**src/rtl/uart_rx_cfg.sv**
```systemverilog
// -----------------------------------------------------------------------------
// uart_rx_cfg
//
// Parametrised UART receiver. The raw serial line is resynchronised, then
// sampled at OVS ticks per bit using an externally generated oversampling
// strobe. Each bit after the start bit is decided at mid-bit by a 3-sample
// majority vote. Frames carry DBIT data bits (LSB first), an optional odd or
// even parity bit and STOP_BITS stop bits. A stop bit sampled low flags a
// framing error; if the final stop bit is low the receiver parks in a break
// state until the line returns high, so a held-low line never re-triggers.
//
// Parameters
//   DBIT       data bits per frame (5..9)
//   OVS        ticks per bit period (even, 8..32)
//   PARITY     0 = none, 1 = odd, 2 = even
//   STOP_BITS  number of stop bits checked (1 or 2)
//
// Ports
//   i_clk         in   system clock, rising edge
//   i_rst         in   asynchronous reset, active-low
//   i_bit         in   raw serial line, idle high, asynchronous to i_clk
//   i_tick        in   one-cycle oversampling strobe, OVS per bit period
//   o_data        out  last received word, held until the next o_done_data
//   o_done_data   out  one-cycle pulse: frame complete, data and flags valid
//   o_parity_err  out  parity mismatch on the last frame (0 without parity)
//   o_frame_err   out  a stop bit was sampled low on the last frame
//   o_busy        out  high whenever the receiver is not idle
// -----------------------------------------------------------------------------
module uart_rx_cfg #(
    parameter int DBIT      = 8,
    parameter int OVS       = 16,
    parameter int PARITY    = 0,
    parameter int STOP_BITS = 1
) (
    input  logic            i_clk,
    input  logic            i_rst,
    input  logic            i_bit,
    input  logic            i_tick,
    output logic [DBIT-1:0] o_data,
    output logic            o_done_data,
    output logic            o_parity_err,
    output logic            o_frame_err,
    output logic            o_busy
);

    localparam int SW = $clog2(OVS);
    localparam int NW = $clog2(DBIT);

    // Tick-counter landmarks within one bit period.
    localparam logic [SW-1:0] CNT_ONE  = SW'(1);
    localparam logic [SW-1:0] CNT_HALF = SW'(OVS / 2 - 1);
    localparam logic [SW-1:0] CNT_V0   = SW'(OVS - 3);
    localparam logic [SW-1:0] CNT_V1   = SW'(OVS - 2);
    localparam logic [SW-1:0] CNT_LAST = SW'(OVS - 1);

    localparam logic [NW-1:0] BIT_ONE  = NW'(1);
    localparam logic [NW-1:0] BIT_LAST = NW'(DBIT - 1);

    // The stop-bit counter only ever needs to distinguish first from second.
    localparam logic STOP_LAST = (STOP_BITS == 2);
    localparam logic HAS_PAR   = (PARITY != 0);
    localparam logic ODD_PAR   = (PARITY == 1);

    typedef enum logic [2:0] {
        ST_IDLE,
        ST_START,
        ST_DATA,
        ST_PAR,
        ST_STOP,
        ST_BRK
    } state_t;

    // Two-of-three vote over the samples taken just before and at mid-bit.
    function automatic logic maj3(input logic a, input logic b, input logic c);
        return (a & b) | (a & c) | (b & c);
    endfunction

    // Line synchroniser
    logic sync1_q;
    logic sync2_q;
    logic rx_s;

    // Receiver state
    state_t          state_q;
    logic [SW-1:0]   s_q;
    logic [NW-1:0]   n_q;
    logic            k_q;
    logic [DBIT-1:0] sh_q;
    logic            v0_q;
    logic            v1_q;
    logic            perr_q;
    logic            ferr_q;

    // Registered outputs
    logic [DBIT-1:0] data_q;
    logic            done_q;
    logic            perr_out_q;
    logic            ferr_out_q;

    // Combinational helpers for the sample point
    logic samp_d;
    logic bit_d;
    logic ferr_d;
    logic perr_d;
    logic in_bit_d;

    // Both flops preset high so a released reset looks like an idle line.
    always_ff @(posedge i_clk or negedge i_rst) begin
        if (!i_rst) begin
            sync1_q <= 1'b1;
            sync2_q <= 1'b1;
        end else begin
            sync1_q <= i_bit;
            sync2_q <= sync1_q;
        end
    end

    assign rx_s = sync2_q;

    always_comb begin
        in_bit_d = (state_q == ST_DATA) || (state_q == ST_PAR) || (state_q == ST_STOP);
        samp_d   = i_tick && in_bit_d && (s_q == CNT_LAST);
        bit_d    = maj3(v0_q, v1_q, rx_s);
        ferr_d   = ferr_q | ~bit_d;
        // Total count of ones over data plus parity bit: odd parity needs it odd.
        perr_d   = ((^sh_q) ^ bit_d) != ODD_PAR;
    end

    always_ff @(posedge i_clk or negedge i_rst) begin
        if (!i_rst) begin
            state_q    <= ST_IDLE;
            s_q        <= '0;
            n_q        <= '0;
            k_q        <= 1'b0;
            sh_q       <= '0;
            v0_q       <= 1'b0;
            v1_q       <= 1'b0;
            perr_q     <= 1'b0;
            ferr_q     <= 1'b0;
            data_q     <= '0;
            done_q     <= 1'b0;
            perr_out_q <= 1'b0;
            ferr_out_q <= 1'b0;
        end else begin
            done_q <= 1'b0;

            // The two early votes are captured on the ticks just before mid-bit.
            if (i_tick && in_bit_d) begin
                if (s_q == CNT_V0) begin
                    v0_q <= rx_s;
                end
                if (s_q == CNT_V1) begin
                    v1_q <= rx_s;
                end
            end

            case (state_q)
                ST_IDLE: begin
                    if (!rx_s) begin
                        state_q <= ST_START;
                        s_q     <= '0;
                    end
                end

                // Half a bit in: a line that is high again was only a glitch.
                ST_START: begin
                    if (i_tick) begin
                        if (s_q == CNT_HALF) begin
                            if (rx_s) begin
                                state_q <= ST_IDLE;
                            end else begin
                                state_q <= ST_DATA;
                                s_q     <= '0;
                                n_q     <= '0;
                                perr_q  <= 1'b0;
                                ferr_q  <= 1'b0;
                            end
                        end else begin
                            s_q <= s_q + CNT_ONE;
                        end
                    end
                end

                // LSB arrives first, so shifting in at the top leaves it at bit 0.
                ST_DATA: begin
                    if (samp_d) begin
                        sh_q <= {bit_d, sh_q[DBIT-1:1]};
                        s_q  <= '0;
                        if (n_q == BIT_LAST) begin
                            if (HAS_PAR) begin
                                state_q <= ST_PAR;
                            end else begin
                                state_q <= ST_STOP;
                                k_q     <= 1'b0;
                            end
                        end else begin
                            n_q <= n_q + BIT_ONE;
                        end
                    end else if (i_tick) begin
                        s_q <= s_q + CNT_ONE;
                    end
                end

                ST_PAR: begin
                    if (samp_d) begin
                        perr_q  <= perr_d;
                        state_q <= ST_STOP;
                        s_q     <= '0;
                        k_q     <= 1'b0;
                    end else if (i_tick) begin
                        s_q <= s_q + CNT_ONE;
                    end
                end

                // A low final stop bit means the line may be in break: park in
                // ST_BRK so a held-low line cannot start a phantom frame.
                ST_STOP: begin
                    if (samp_d) begin
                        if (k_q != STOP_LAST) begin
                            k_q    <= 1'b1;
                            s_q    <= '0;
                            ferr_q <= ferr_d;
                        end else begin
                            data_q     <= sh_q;
                            perr_out_q <= perr_q;
                            ferr_out_q <= ferr_d;
                            ferr_q     <= ferr_d;
                            done_q     <= 1'b1;
                            s_q        <= '0;
                            state_q    <= bit_d ? ST_IDLE : ST_BRK;
                        end
                    end else if (i_tick) begin
                        s_q <= s_q + CNT_ONE;
                    end
                end

                ST_BRK: begin
                    if (rx_s) begin
                        state_q <= ST_IDLE;
                    end
                end

                default: begin
                    state_q <= ST_IDLE;
                end
            endcase
        end
    end

    assign o_data       = data_q;
    assign o_done_data  = done_q;
    assign o_parity_err = perr_out_q;
    assign o_frame_err  = ferr_out_q;
    assign o_busy       = (state_q != ST_IDLE);

endmodule

```
**config.mk**
```make
export PLATFORM = sky130hd
export DESIGN_NAME = uart_rx_cfg
export DESIGN_NICKNAME = d
export VERILOG_FILES = /design/src/rtl/uart_rx_cfg.sv
export SDC_FILE = /design/constraint.sdc
export NUM_CORES = 1
export LEC_CHECK = 0
export ABC_AREA = 1
export CAP_MARGIN = 20
export CORE_ASPECT_RATIO = 1.75
export CORE_MARGIN = 5
export CORE_UTILIZATION = 57
export CTS_CLUSTER_SIZE = 40
export DETAILED_ROUTE_END_ITERATION = 16
export GPL_TIMING_DRIVEN = 0
export PLACE_DENSITY = 0.76
export SYNTH_ARGS = -nofsm -noshare
export SYNTH_HDL_FRONTEND = slang
export SYNTH_SLANG_ARGS = --single-unit
```
**constraint.sdc**
```tcl
create_clock -name i_clk -period 1.82 [get_ports i_clk]
set_clock_uncertainty 0.05 [all_clocks]
set_input_delay 0.273 -clock i_clk [delete_from_list [all_inputs] [get_ports i_clk]]
set_output_delay 0.273 -clock i_clk [all_outputs]
set_load 0.03 [all_outputs]
```
==> results.toml <==
[floorplan]
initial_core_util_pct = 57.9
coreArea_um2 = 3330
die_w_um = 54.0
die_area_um2 = 4690
io_pins = 16
die_h_um = 86.9
rows = 28

[clock_network]
cts.sinks = 35
holdBufCountCts = 0
clock_path_buffers = 2
cts_tree = "done"
clk_latency_ps = 290
cts_max_level = 2
clock-root-buffer = "clkbuf_8"
clkTransAtPathRegs_ps = 70
cts_made_buffers = 5

[setup_path]
worstReg2RegStart = "s_q[0]$_DFFE_PN0P_"
r2r_slack_ps = 140
crit_path_end_kind = "output pin"
reg2reg_depth = 8
crit_chain = "inv_2, nand2_1, dlygate4sd2_1"
crit_required_ps = 1500
r2r-end = "perr_q$_DFFE_PN0P_"
path_class = "flip-flop to output pin"
cp_slowest_stage_delay_ps = 450
cp.buffers_inverters = 2
slowest_stage = "dfrtp_1"
crit_fanout = 6
crit_family = "buffers and inverters"
arrival_ps = 1390
cp-start-kind = "flip-flop"

[global_route]
grt_usage_pct = 20.5
overflow = 0
antenna_found_initial = 0
grt_pass1_vias = 1624
grt_max_degree = 36
grt_pass1_wl_mm = 6.91

[placed_design]
placed_area_um2 = 2130
hpwl_mm = 2.95
dp.cells = 305
routabilityCongestion = 0.861
io_buffer_count = 15

[timing]
hold_viol = 0
fmax_mhz = 583
max_slew_margin_pct = 47.5
finalSetupViolCount = 0
whs_ps = 16.3
period_share_pct = 94.3
max_slew.worst_pin.slew_ps = 787
timing.final.crit_period_ps = 1720
slew_violations = 0
finalSetupTns_ps = 0

[yosys]
synthTopCellsByArea = "dfrtp_1 (43%), nand2_1 (18%), nand3_1 (4.9%), o21ai_0 (4.9%), inv_1 (4.9%)"
syn_avg_cell_area_um2 = 7.86
synth-edff-count = 0
async_flop_share_pct = 100
synth_fp_nets = 254
synth.distinct_cells = 27
yosys_warnings = 0
synth_cells = 245
syn_area_um2 = 1930
synth_top_area_share_pct = 42.9
yosysSeqAreaShare_pct = 45.6
synth_area_leader_cell = "dfrtp_1"
synth_commonest_cells = "nand2_1 (93), dfrtp_1 (33), inv_1 (25)"
synth-seq-cells = 35
synth-main-ff-cell = "dfrtp_1"
synth_most_common_cell = "nand2_1"

[min_path]
hp-class = "input port to asynchronous set/reset pin"

[layout]
layoutNonFillerInstCount = 320
postLayoutCoreUtil_pct = 68.7
fillers = 297
antenna_cells = 0
design_area_um2 = 2290
syn2layout_area_growth_pct = 18.6
drive_above_1_share_pct = 16.0
fin_nets = 283

[routing]
via_count = 1673
drc = 0
antenna_left = 0
drtIter0Drc = 50
wire_per_inst_um = 12.6
vias_per_cell = 5.23
wl_mm = 4.04
dr.pass1.iters = 4

[job]
drv_cap = 0

[power]
p_per_area_nw_per_um2 = 1090
p_leak_nw = 1.14
ir_worst_vdd_mv = 0.824

[run_status]
outcome = "finished clean"
==> repair_timing <==
action / in CTS / in global routing
buffers inserted: 1 / 6
pin swaps: 0 / 3
endpoints found under the setup margin: 15 / 19
gates resized for setup: 2 / 7
==> power breakdown <==
| part | internal, mW | leakage [nW] | switching [mW] |
|---|---|---|---|
| clock network | 0.268 | 0.0422 | 0.270 |
| logic | 0.354 | 0.622 | 0.678 |
| registers | 0.847 | 0.474 | 0.0836 |
| total | 1.47 | 1.14 | 1.03 |
==> layout by cell type, fill, tap and decap left out <==
cell / n
o31ai_1: 1
nand2_2: 4
nand3_1: 19
dfrtp_1: 31
clkinv_2: 1
nand4_1: 2
nand2_1: 92
a21oi_1: 3
nand2_4: 1
o21a_1: 1
xnor2_1: 1
dfstp_2: 2
nor2_4: 5
clkbuf_8: 5
ha_1: 4
nor3_1: 1
a21oi_2: 1
dfrtp_2: 2
buf_6: 2
clkdlybuf4s50_1: 13
o21ai_0: 19
inv_2: 3
o21ai_2: 7
ha_2: 1
o211ai_1: 3
buf_2: 1
xor2_1: 2
inv_1: 25
clkbuf_1: 2
nor2_1: 7
o21ai_1: 3
buf_4: 7
nand3_4: 2
dlygate4sd2_1: 1
nand3b_1: 1
==> worst max-delay path by stage <==
stage                                       from                       to  slack, ps  depth (start not counted)
after floorplan               s_q[0]$_DFFE_PN0P_  o_frame_err$_DFFE_PN0P_        220                          9
after global placement                     i_rst   state_q[2]$_DFFE_PN0P_       -350                          1
after detailed placement      s_q[1]$_DFFE_PN0P_  o_frame_err$_DFFE_PN0P_        -70                          9
after CTS                     s_q[0]$_DFFE_PN0P_  o_frame_err$_DFFE_PN0P_         10                          9
after global routing          s_q[0]$_DFFE_PN0P_   state_q[0]$_DFFE_PN0P_         -4                         10
final                     state_q[2]$_DFFE_PN0P_                   o_busy        100                          3
==> kinds of logic (layout without fill, tap and decap cells) <==
family / Yosys count / after routing / synth area share, %
AOI/OAI and AO/OA: 38 / 38 / 12.1
and+or+nand+nor: 134 / 134 / 31.1
buffers and inverters: 30 / 60 / 6.62
adders and majority gates: 5 / 5 / 3.25
xor gates and xnor gates: 3 / 3 / 1.36
DFF: 35 / 35 / 45.6
==> registers in the layout, summed over array words and instances (netlist names) <==
name          flops
n_q               3
sh_q              8
o_done_data       1
perr_q            1
sync1_q           1
state_q           3
o_frame_err       1
rx_s              1
ferr_q            1
s_q               4
v0_q              1
v1_q              1
o_data            8
o_parity_err      1
==> per-stage QoR <==
step / worst slack (ps) / total power [mW]
detailed placement: -65.8 / 1.89
global route: -3.54 / 2.72
CTS: 13.6 / 2.45
global placement: -349 / 1.87
floorplan: 217 / 1.66
finish: 104 / 2.50
==> layout make-up <==
| cell class | count | area (µm²) | area share [%] |
|---|---|---|---|
| buffer | 2 | 22.5 | 0.985 |
| multi-input combinational | 180 | 943 | 41.3 |
| clock buffer | 7 | 76.3 | 3.34 |
| inverter | 28 | 105 | 4.60 |
| tap | 45 | 56.3 | 2.46 |
| sequential | 35 | 881 | 38.5 |
| clock inverter | 1 | 5.00 | 0.219 |
| timing repair buffer | 22 | 196 | 8.59 |
==> layer usage <==
layer	up-vias	part of all wire, %	routed length, µm	GRT usage [%]
met5	-	0	0	0
met4	0	3.5	142	13.3
met3	13	3.3	133	3.95
met2	30	56	2270	36.6
met1	789	37	1490	20.2
li1	841	-	-	-
Note: power is estimated with default switching activity, not from simulation.
